--- src/rtl/block_signed_norm.sv ---
// Block-floating-point normalizer: buffers N signed samples, then replays
// them left-shifted by the block's common redundant-sign count.
module block_signed_norm #(
  parameter int W         = 24,
  parameter int N         = 16,
  parameter int SHIFT_MAX = W - 2
) (
  input  logic         clk,
  input  logic         rst,
  input  logic         in_valid,
  output logic         in_ready,
  input  logic [W-1:0] in_data,
  input  logic         bypass,
  output logic         out_valid,
  input  logic         out_ready,
  output logic [W-1:0] out_data,
  output logic [5:0]   out_shift,
  output logic         out_first,
  output logic         out_last
);

  localparam int CW = $clog2(N);
  localparam logic [CW-1:0] LAST_IDX = CW'(N - 1);
  localparam logic [5:0] SMAX = 6'(SHIFT_MAX);
  localparam logic [5:0] RCAP = 6'(W - 2);

  typedef enum logic {FILL, DRAIN} state_t;

  state_t          state_q, state_d;
  logic [W-1:0]    smp_mem [N];
  logic [CW-1:0]   wr_cnt, rd_cnt;
  logic [5:0]      min_q, shift_q;
  logic            nz_q, byp_q;

  function automatic logic [5:0] rsc(input logic [W-1:0] x);
    logic [5:0] n;
    logic       run;
    n   = '0;
    run = 1'b1;
    for (int i = W - 2; i >= 0; i--) begin
      if (run && (x[i] == x[W-1])) n = n + 6'd1;
      else run = 1'b0;
    end
    if (n > RCAP) n = RCAP;
    return n;
  endfunction

  logic       acc, xfer, first_in, last_in, last_out;
  logic       nz_in, nz_cur, nz_nx, byp_cur;
  logic [5:0] r_in, min_cur, min_nx, shift_nx;

  assign in_ready  = (state_q == FILL);
  assign out_valid = (state_q == DRAIN);
  assign acc       = in_valid && in_ready;
  assign xfer      = out_valid && out_ready;
  assign first_in  = (wr_cnt == '0);
  assign last_in   = (wr_cnt == LAST_IDX);
  assign last_out  = (rd_cnt == LAST_IDX);

  // Running minimum folds in each sample as it arrives; 6'h3F = none yet.
  always_comb begin
    r_in    = rsc(in_data);
    nz_in   = |in_data;
    min_cur = first_in ? 6'h3F : min_q;
    nz_cur  = first_in ? 1'b0 : nz_q;
    byp_cur = first_in ? bypass : byp_q;
    min_nx  = (nz_in && (r_in < min_cur)) ? r_in : min_cur;
    nz_nx   = nz_cur | nz_in;
    if (byp_cur || !nz_nx) shift_nx = '0;
    else shift_nx = (min_nx > SMAX) ? SMAX : min_nx;
  end

  always_comb begin
    state_d = state_q;
    unique case (state_q)
      FILL:  if (acc && last_in) state_d = DRAIN;
      DRAIN: if (xfer && last_out) state_d = FILL;
      default: state_d = FILL;
    endcase
  end

  always_ff @(posedge clk or posedge rst) begin
    if (rst) state_q <= FILL;
    else state_q <= state_d;
  end

  always_ff @(posedge clk or posedge rst) begin
    if (rst) begin
      wr_cnt  <= '0;
      rd_cnt  <= '0;
      min_q   <= 6'h3F;
      nz_q    <= 1'b0;
      byp_q   <= 1'b0;
      shift_q <= '0;
    end else begin
      if (acc) begin
        wr_cnt <= last_in ? '0 : wr_cnt + 1'b1;
        min_q  <= min_nx;
        nz_q   <= nz_nx;
        byp_q  <= byp_cur;
        if (last_in) shift_q <= shift_nx;
      end
      if (xfer) begin
        rd_cnt <= last_out ? '0 : rd_cnt + 1'b1;
        if (last_out) begin
          min_q <= 6'h3F;
          nz_q  <= 1'b0;
        end
      end
    end
  end

  always_ff @(posedge clk) begin
    if (acc) smp_mem[wr_cnt] <= in_data;
  end

  // Outputs are gated so stale buffer contents never leak out of FILL.
  always_comb begin
    out_data  = '0;
    out_shift = '0;
    out_first = 1'b0;
    out_last  = 1'b0;
    if (out_valid) begin
      out_data  = smp_mem[rd_cnt] << shift_q;
      out_shift = shift_q;
      out_first = (rd_cnt == '0);
      out_last  = last_out;
    end
  end

endmodule

--- config.mk ---
export PLATFORM = sky130hd
export DESIGN_NAME = block_signed_norm
export DESIGN_NICKNAME = d
export VERILOG_FILES = /design/src/rtl/block_signed_norm.sv
export SDC_FILE = /design/constraint.sdc
export NUM_CORES = 1
export LEC_CHECK = 0
export CORE_AREA = 2 2 195 197
export CTS_BUF_LIST = sky130_fd_sc_hd__clkbuf_2
export DETAILED_ROUTE_END_ITERATION = 10
export DIE_AREA = 0 0 197 199
export DONT_BUFFER_PORTS = 1
export PLACE_DENSITY = 0.7
export SYNTH_ARGS = -nofsm -noshare
export SYNTH_HDL_FRONTEND = slang
export SYNTH_SLANG_ARGS = --single-unit
--- constraint.sdc ---
create_clock -name clk -period 5 [get_ports clk]
set_clock_uncertainty 0.2 [all_clocks]
set_input_delay 0.5 -clock clk [delete_from_list [all_inputs] [get_ports clk]]
set_output_delay 0.5 -clock clk [all_outputs]
set_load 0.02 [all_outputs]
==> Word level (Yosys, flattened, before mapping) <==
Memory sizes are Yosys's and may differ from the RTL's.
Index checks and enable logic that the tools add are counted.
{ "op_classes": {"n_eq_ne": 25, "n_reduce_logical": 33, "add_sub_neg": 24, "mux": 69, "order_cmp": 3, "shifts": 1, "bitwise": 2} }
{ "op_table": {"columns": ["operator", "n"], "rows": [
  ["$mux 6", 30],
  ["$add 6x1->6 const B", 21],
  ["$mux 1", 34],
  ["$logic_and 1x1->1", 27],
  ["$mux 24", 1],
  ["$reduce_or 24->1", 1],
  ["$shl 24x6->24", 1],
  ["$eq 1x1->1", 23],
  ["$gt 6x5->1 const B", 2],
  ["$add 4x1->4 const B", 2],
  ["$eq 4x4->1 const B", 2],
  ["$logic_not 4->1", 2],
  ["$mux 4", 2],
  ["$lt 6x6->1", 1],
  ["$add 1x1->2 const B", 1],
  ["$mux 2", 1],
  ["$pmux 1 s2", 1],
  ["$reduce_and 2->1", 1],
  ["$logic_not 1->1", 1],
  ["$logic_or 1x1->1", 1],
  ["$not 1->1", 1],
  ["$or 1x1->1", 1]
]} }
{ "totals": {"mem_count": 1, "output_inout_bits": 34, "ff_bits": 23, "mem_bits_rw": 384} }
{ "mem_list": {"columns": ["name", "words", "word_bits", "read_ports", "rd_ports_with_merged_regs", "wr", "line", "rtl"], "rows": [
  ["smp_mem", 16, 24, 1, 0, 1, "30", "logic [W-1:0] smp_mem [N];"]
]} }

==> Depth between registers and ports, before layout <==
Gate-level depths: netlist of the first run.
{ "logic_depth": {"ltp_word": 54, "mapped_depth": 86, "ltp_nobuf": 85} }

==> Worst setup path before layout of the first run <==
Ideal clock, no wire load.
{ "synth_path": {"path_kind": "in2reg", "start": "input in_data[23]", "end": "register shift_q[1]", "arrival_ps": 15937, "path_stages": 84, "setup_time_ps": 151, "t_required_ps": 4649, "slack_ps": -11287, "path_cell_list": "buf_4 -> inv_2 -> ha_1 -> inv_1 -> o21ai_1 -> inv_1 -> ha_1 -> a21oi_1 -> nor2_1 -> ha_1 -> mux2_2 -> ha_1 -> and4b_1 -> a211oi_1 -> nand3_1 -> a22oi_1 -> nor2_1 -> ha_1 -> (+48 left out) -> inv_1 -> ha_1 -> a21o_1 -> ha_1 -> nand2_1 -> or4b_1 -> a21oi_1 -> xnor3_1 -> nand2_1 -> nor2_1 -> ha_1 -> a21o_1 -> a21o_1 -> a211o_1 -> a21oi_2 -> buf_6 -> mux2i_1 -> o22ai_1"} }
{ "synth_between": {"elab_chain_cells": 54} }
{ "synth_lines": {"columns": ["item", "line", "rtl"], "rows": [
  ["start: declaration", "12", "input logic [W-1:0] in_data,"],
  ["$eq 1x1->1", "41", "if (run && (x[i] == x[W-1])) n = n + 6'd1;"],
  ["$mux 1", "41", null],
  ["$add 1x1->2 / $logic_and 1x1->1 (equally long branches)", "41", null],
  ["$mux 2 / $mux 1 (equally long branches)", "41", null],
  ["$add 6x1->6 / $logic_and 1x1->1 (equally long branches)", "41", null],
  ["$mux 6 / $mux 1 (equally long branches)", "41", null],
  ["$add 6x1->6 / $logic_and 1x1->1 (equally long branches)", "41", null],
  ["$mux 6 / $mux 1 (equally long branches)", "41", null],
  ["(+38 left out)", null, null],
  ["$gt 6x5->1", "44", "if (n > RCAP) n = RCAP;"],
  ["$mux 6", "44", null],
  ["$lt 6x6->1", "67", "min_nx = (nz_in && (r_in < min_cur)) ? r_in : min_cur;"],
  ["$logic_and 1x1->1", "67", null],
  ["$mux 6", "67", null],
  ["$gt 6x5->1", "70", "else shift_nx = (min_nx > SMAX) ? SMAX : min_nx;"],
  ["$mux 6", "70", null],
  ["$mux 6 *", "69", "if (byp_cur || !nz_nx) shift_nx = '0;"],
  ["end signal: assignment", "101", "if (last_in) shift_q <= shift_nx;"],
  ["end: declaration", "32", "logic [5:0] min_q, shift_q;"]
]} }
Every way passes the cells marked *; elsewhere a longest branch is shown, timed or not.
A chain may end at the register's enable or synchronous reset.

==> Worst setup path after layout of the first run <==
{ "layout_path": {"start": "input in_data[22]", "end": "register shift_q[0]"} }
Same word-level chain as after synthesis.

==> results.cfg, run 1 <==
[outcome]
status = finished, violations left
violations = setup timing

[timing]
drv_slew = 0
timing.slew.headroom_pct = 18.9
max_freq_mhz = 71.7
tightest_slew_ps = 1220
period_share_pct = 279
fin_crit_ps = 13950
grt_setup_unrepaired = true
setup_viol = 11
finalHoldViolCount = 0
setup_ws_ps = -8950
tns_ps = -97910

[route]
vias = 13500
wl_per_cell_um = 23.7
ant_nets = 0
firstDrtPassIters = 5
drcViolationCount = 0
routed_wl_um = 52400
viasPerCell = 6.09
first_iter_violations = 1372

[placement]
place_congestion = 0.852
io_buffers = 0
hpwl_um = 31100
dp_slack_ps = -10430
dp.cells = 1976

[yosys]
synth_area_um2 = 20200
yosys_warnings = 0
ys_seq_area_share_pct = 59.9
synth-main-ff-cell = edfxtp_1
synth.distinct_cells = 92
synth_edf_count = 384
ys_seq_elements = 407
async_flop_share_pct = 5.65
syn_avg_cell_area_um2 = 14.8
synthCells = 1369

[worst_setup_path]
cpMaxStageDelayCell = or4b_4
crit_fanout = 3
r2r_slack_ps = 1440
r2r_start = out_valid$_DFF_PP0_
arrival_ps = 14600
cp_slowest_stage_delay_ps = 500
crit_cells = 84
critPathBufInv = 8
timing.rr.end = byp_q$_DFFE_PP0P_
crit_path_end_kind = flop
crit_path_start_kind = input pin
path_class = in -> reg
cpLargestDelayFamily = adder cells
cp_common_cell = ha_4
rr_worst_depth = 5
critical_path_required_ps = 5650

[final_layout]
final_common_cell = edfxtp_1
drive_gt1_share_pct = 38.8
area_growth_pct = 20.4
layout_common_cells = 384 x edfxtp_1, 237 x buf_4, 140 x clkbuf_2
fin_util_pct = 65.6
nNetsFinal = 1730
finalNonFillerCells = 2213

[worst_hold_path]
hp-start = in_data[17]
whs_endpoint = nz_q$_DFF_PP0_
hold_class = in -> reg
min_path_cells = 7

[floorplan]
chipHeight_um = 199
dieArea_um2 = 39200
boundaryPins = 63
initial_core_util_pct = 54.5
placementRows = 71
die_w_um = 197
core_area_um2 = 37100

[clock_network]
clock_latency_ps = 950
cts_root_buf = clkbuf_2
clkSinkCount = 407
cts_tree = done
numCtsBuffers = 90
clk_path_buf_depth = 3
clk_pin_slew_worst_paths_ps = 100
cts_htree_levels = 3

[global_route]
grt_pass1_wl_um = 77600
grt_pass1_vias = 13400
grt_remaining_overflow = 0
grt.total_usage_pct = 26.8
antenna_found_initial = 8
grt_max_degree = 60

[power_and_ir_drop]
leakagePower_nw = 8.63
power_density_nw_per_um2 = 471
vdd_drop_max_mv = 0.261

[run]
drv_cap = 0
==> cell families (layout without fill, tap and decap cells) <==
kind of cell | after synthesis | count (layout) | synth area share, %
other cells | 1 | 6 | 0.0185
mux | 185 | 185 | 16.7
buf+inv | 106 | 471 | 2.13
xor+xnor | 55 | 55 | 3.01
compound gates | 204 | 204 | 7.07
flops | 407 | 407 | 59.9
fa+ha+maj | 32 | 32 | 1.98
simple gates | 379 | 379 | 9.17
==> timing repair <==
item | CTS | global route
setup buffers | 24 | 20
resized for setup | 28 | 47
cloned | 0 | 1
hold buffers | 31 | 0
pin swaps | 58 | 29
endpoints found under the hold margin | 422 | 0
endpoints found under the setup margin | 20 | 18
==> state kept, by name, indices dropped and copies added (netlist names) <==
register and cells:
nz_q 1, rd_cnt 4, out_valid 1, byp_q 1, smp_mem 384, wr_cnt 4
min_q 6, shift_q 6
==> Yosys cell counts (all sizes together), types with 15 or more instances <==
cell,count,area (um^2)
xor2,21,191
nand2,86,323
nand3,22,110
and2,17,106
mux2i,40,400
o21ai,58,294
dfrtp,17,425
mux4,120,2700
inv,29,109
nand2b,15,101
clkbuf,54,203
a21oi,31,159
nor3,37,190
edfxtp,384,11500
xnor2,27,251
ha,32,400
buf,23,119
nor2,122,458
mux2,25,282
==> per-layer routing <==
| layer | routed length (um) | track usage, % | up-vias |
|---|---|---|---|
| met1 | 20600 | 35.0 | 6752 |
| met5 | 0 | 0 | - |
| met3 | 4060 | 4.63 | 66 |
| li1 | - | - | 6072 |
| met2 | 26500 | 46.5 | 590 |
| met4 | 1190 | 7.91 | 0 |
==> stage by stage <==
| stage | hold WS, ps | cell area, um^2 | total power, mW |
|---|---|---|---|
| 2_1_floorplan | 259 | 20400 | 7.67 |
| 3_3_place_gp | 289 | 22400 | 8.83 |
| 3_5_place_dp | 295 | 22400 | 8.91 |
| 4_1_cts | 4.24 | 23900 | 11.2 |
| 5_1_grt | 68.9 | 24300 | 12.1 |
| 6_report | 102 | 24300 | 11.5 |
==> power breakdown <==
group	switching, mW	internal (mW)
logic	2.59	2.38
registers	0.317	4.06
clock network	1.23	0.890
total	4.13	7.34
==> worst reg2reg max path, delay by kind of cell (launching register included) <==
| kind | cells | cell delay (ps) |
|---|---|---|
| AND/OR/NAND/NOR | 2 | 1340 |
| buffers and inverters | 2 | 920 |
| flip-flops | 1 | 560 |
| multiplexers | 1 | 430 |
==> layout make-up <==
class	instances	area, um^2
tap	474	593
timing repair buffer	284	2390
antenna	4	10.0
sequential	407	12100
fill	2677	12800
clock buffer	140	701
inverter	29	118
multi-input combinational	857	8250
clock inverter	18	160
==> how the worst max path moves through the flow <==
stage | startpoint | end | slack (ps)
6_report | in_data[22] | shift_q[0]$_DFFE_PP0P_ | -8950
5_1_grt | in_data[22] | min_q[2]$_DFF_PP1_ | -9490
4_1_cts | in_data[22] | shift_q[0]$_DFFE_PP0P_ | -8830
3_5_place_dp | in_data[22] | min_q[3]$_DFF_PP1_ | -10430
3_3_place_gp | in_data[22] | shift_q[0]$_DFFE_PP0P_ | -9960
2_1_floorplan | in_data[23] | shift_q[1]$_DFFE_PP0P_ | -10290
No activity file was read; power rests on OpenSTA's default activity.
==> run 2: changes to the inputs <==
GPL_TIMING_DRIVEN = 0   (was not set)
==> results.cfg, run 2 (synthesis gave the netlist of run 1 again) <==
[timing]
whs_ps = 24.1
timing.slew.headroom_pct = 4.46
tns_ps = -106180
finalHoldViolCount = 0
grt_setup_unrepaired = true
tightest_slew_ps = 1420
drv_slew = 0
setup_viol = 11
max_freq_mhz = 67.9
period_share_pct = 295
setup_ws_ps = -9740
fin_crit_ps = 14740

[route]
dr_wl_met3_um = 3740
wl_per_cell_um = 24.5
wl_met1_um = 21500
first_iter_violations = 1138
firstDrtPassIters = 5
drcViolationCount = 0
wl_met2_um = 26100
top_layer_used = met4
viasPerCell = 6.23
routed_wl_um = 52400
vias = 13300
ant_nets = 0

[worst_setup_path]
r2r_start = wr_cnt[3]$_DFFE_PP0P_
critical_path_required_ps = 5530
critPathLaunch = in_data[22]
r2r_slack_ps = 1460
cpMaxStageDelayCell = or4b_4
arrival_ps = 15270
crit_fanout = 6
cp_common_cell = ha_4
timing.rr.end = shift_q[1]$_DFFE_PP0P_
cp_slowest_stage_delay_ps = 560
crit_path_end_kind = flop
endpoint = shift_q[1]$_DFFE_PP0P_
rr_worst_depth = 13
path_class = in -> reg
crit_path_start_kind = input pin

[final_layout]
layout_common_cells = 384 x edfxtp_1, 138 x clkbuf_2, 120 x mux4_2
top_register = smp_mem
stdcell_area_um2 = 23800
largest_reg_flops = 384
nNetsFinal = 1655
finalNonFillerCells = 2136
drive_gt1_share_pct = 33.7
largest_registers = smp_mem x384, min_q x6, shift_q x6
area_growth_pct = 17.9
final_common_cell = edfxtp_1
fin_util_pct = 64.2

[placement]
io_buffers = 0
hpwl_um = 33500
dp.cells = 1865
dpl_cell_area_um2 = 21500
place_congestion = 0.883

[power_and_ir_drop]
leakagePower_nw = 8.11
power_density_nw_per_um2 = 481
vdd_drop_max_mv = 0.237

[outcome]
violations = setup timing
status = finished, violations left

[clock_network]
clk_path_buf_depth = 3
cts_root_buf = clkbuf_2
numCtsBuffers = 91
cts_htree_levels = 3
cts_tree = done
clock_latency_ps = 910
clkSinkCount = 407
clk_pin_slew_worst_paths_ps = 120

[floorplan]
die_w_um = 197
core_area_um2 = 37100
chipHeight_um = 199
boundaryPins = 63
placementRows = 71
initial_core_util_pct = 54.5
dieArea_um2 = 39200

[global_route]
grt_remaining_overflow = 0
grt.total_usage_pct = 27.2
grt_pass1_wl_um = 79200
antenna_found_initial = 2
grt_max_degree = 26
grt_pass1_vias = 13300

[run]
drv_cap = 0

[worst_hold_path]
hold_class = in -> async
[run 2: cell types whose count changed in the layout (fill, tap and decap cells not counted), moves of 4 or more]
cell      delta
buf_12       +6
clkbuf_1    +33
clkinv_1    +11
buf_6       +11
clkbuf_4     +5
nor2_2      -11
buf_1        +5
buf_4      -155
buf_2        +6
a21oi_1      -4
clkinv_2     +5
nor2_4      +14
[run 2: metrics by stage]
step / worst slack, ps / total power, mW
5_1_grt: -10290 / 12.1
4_1_cts: -9380 / 11.2
6_report: -9740 / 11.5
3_3_place_gp: -12180 / 8.75
3_5_place_dp: -12310 / 8.92
2_1_floorplan: -10290 / 7.67
[run 2: critical path, delay by kind of cell]
kind	cells	cell delay [ps]
and+or+nand+nor	17	2240
adders and majority gates	22	5910
AOI/OAI and AO/OA	27	4020
xor gates and xnor gates	1	290
buffers and inverters	7	640
muxes	8	1630
[run 2: how the worst min path moves through the flow]
stage,from,end,slack [ps],cells past startpoint
after CTS,rst,rd_cnt[0]$_DFFE_PP0P_,1,2
final,rst,rd_cnt[0]$_DFFE_PP0P_,20,2
after floorplan,shift_q[5]$_DFFE_PP0P_,shift_q[5]$_DFFE_PP0P_,260,1
after detailed placement,shift_q[5]$_DFFE_PP0P_,shift_q[5]$_DFFE_PP0P_,280,1
after global placement,shift_q[5]$_DFFE_PP0P_,shift_q[5]$_DFFE_PP0P_,280,1
after global routing,rst,rd_cnt[0]$_DFFE_PP0P_,10,2
[run 2: timing repair]
item / in CTS / in global routing
cloned: 0 / 2
resized for setup: 104 / 83
buffers inserted: 63 / 22
hold buffers: 28 / 0
pin swaps: 54 / 59
endpoints found under the hold margin: 425 / 0
endpoints found under the setup margin: 33 / 21
[run 2: report_power, final]
group | switching [mW] | internal (mW)
logic | 2.90 | 2.38
registers | 0.143 | 4.06
clock network | 1.24 | 0.746
[run 2: layout make-up]
class,instances,area (um^2)
multi-input combinational,857,8360
sequential,407,12100
timing repair buffer,134,1350
tap,474,593
buffer,74,502
antenna,1,2.50
clock buffer,129,646
inverter,29,118
clock inverter,31,154
fill,2722,13300
[run 2: layer usage]
metal	track usage [%]	up-vias
met4	7.44	0
met3	4.95	71
met1	36.4	6755
met5	0	-
li1	-	5918
met2	46.3	572
==> run 3: changes to the inputs <==
SETUP_SLACK_MARGIN = 0.1   (was not set)
clock period = 19.1 ns   (was 5 ns; I/O delays follow)
==> results.cfg, run 3 (synthesis gave the netlist of run 1 again) <==
[worst_setup_path]
crit_fanout = 20
path_class = in -> reg
critPathBufInv = 9
crit_path_end_kind = flop
r2r_slack_ps = 15510
rr_worst_depth = 13
crit_cells = 84
timing.rr.end = shift_q[1]$_DFFE_PP0P_
crit_path_start_kind = input pin
cpMaxStageDelayCell = or4b_1
cpLargestDelayFamily = adder cells
cp_common_cell = ha_1
r2r_start = wr_cnt[0]$_DFFE_PP0P_
arrival_ps = 18600
cp_slowest_stage_delay_ps = 510
critical_path_required_ps = 19630

[worst_hold_path]
hold_class = reg -> reg
whs_endpoint = shift_q[5]$_DFFE_PP0P_
min_path_cells = 1
hp-start = shift_q[5]$_DFFE_PP0P_

[global_route]
antenna_found_initial = 3
grt_remaining_overflow = 0
grt.total_usage_pct = 25.4
grt_max_degree = 26
grt_pass1_wl_um = 73900
grt_pass1_vias = 12600

[route]
vias = 12700
drcViolationCount = 0
ant_nets = 0
routed_wl_um = 48900
firstDrtPassIters = 6
viasPerCell = 6.19
first_iter_violations = 1023
wl_per_cell_um = 23.9

[clock_network]
cts_htree_levels = 3
cts_tree = done
clock_latency_ps = 930
clk_path_buf_depth = 3
numCtsBuffers = 94
clkSinkCount = 407
cts_root_buf = clkbuf_2
clk_pin_slew_worst_paths_ps = 110

[floorplan]
initial_core_util_pct = 54.5
dieArea_um2 = 39200
die_w_um = 197
core_area_um2 = 37100
placementRows = 71
chipHeight_um = 199
boundaryPins = 63

[final_layout]
largest_reg_flops = 384
largest_registers = smp_mem x384, min_q x6, shift_q x6
final_common_cell = edfxtp_1
finalNonFillerCells = 2044
area_growth_pct = 10.2
drive_gt1_share_pct = 24.7
layout_common_cells = 384 x edfxtp_1, 141 x clkbuf_2, 120 x mux4_2
top_register = smp_mem
nNetsFinal = 1553

[timing]
timing.slew.headroom_pct = 3.58
setup_ws_ps = 1040
tightest_slew_ps = 1430
fin_crit_ps = 18060
max_freq_mhz = 55.4
setup_viol = 0
drv_slew = 0
grt_setup_unrepaired = false
period_share_pct = 94.6
tns_ps = 0
finalHoldViolCount = 0

[placement]
io_buffers = 0
place_congestion = 0.881
dp_slack_ps = -1420
hpwl_um = 33300
dp.cells = 1865

[run]
drv_cap = 0

[outcome]
status = finished clean

[power_and_ir_drop]
power_density_nw_per_um2 = 128
leakagePower_nw = 7.48
vdd_drop_max_mv = 0.0792
-- run 3: power breakdown --
group | internal, mW | switching (mW)
logic | 0.519 | 0.710
registers | 1.06 | 0.0269
clock network | 0.210 | 0.327
-- run 3: what timing repair did --
| action | 4_1_cts | 5_1_grt |
|---|---|---|
| hold buffers | 0 | 0 |
| pin swaps | 0 | 2 |
| setup endpoints to repair | 11 | 11 |
| gates resized for setup | 6 | 14 |
| setup buffers | 0 | 5 |
-- run 3: how the worst max path moves through the flow --
| stage | start | endpoint |
|---|---|---|
| final | in_data[23] | shift_q[1]$_DFFE_PP0P_ |
| after global routing | in_data[23] | shift_q[1]$_DFFE_PP0P_ |
| after CTS | in_data[23] | shift_q[1]$_DFFE_PP0P_ |
| after detailed placement | in_data[23] | shift_q[1]$_DFFE_PP0P_ |
| after global placement | in_data[23] | shift_q[1]$_DFFE_PP0P_ |
| after floorplan | in_data[23] | shift_q[1]$_DFFE_PP0P_ |
-- run 3: metrics by stage --
stage               power, mW  util (%)  cell area [um^2]  hold slack, ps
floorplan                2.00         -             20200             259
global placement         2.28      56.1             20800             282
global route             3.01      60.0             22300             349
finish                   2.86      60.0             22300             311
CTS                      2.86      59.8             22200             307
detailed placement       2.32      57.4             21300             281
-- run 3: area by class of cell --
cell class | count | area (um^2)
tap | 474 | 593
multi-input combinational | 857 | 7880
fill | 2864 | 14800
timing repair buffer | 26 | 413
antenna | 2 | 5.00
inverter | 29 | 109
sequential | 407 | 12100
clock buffer | 141 | 706
clock inverter | 31 | 151
buffer | 77 | 322
-- run 3: routing by layer --
| metal | global-route usage (%) | up-vias | share of wire, % |
|---|---|---|---|
| met2 | 43.0 | 498 | 49 |
| li1 | - | 5713 | - |
| met3 | 4.59 | 66 | 7.0 |
| met1 | 33.9 | 6380 | 42 |
| met5 | 0 | - | 0 |
| met4 | 7.52 | 0 | 1.9 |
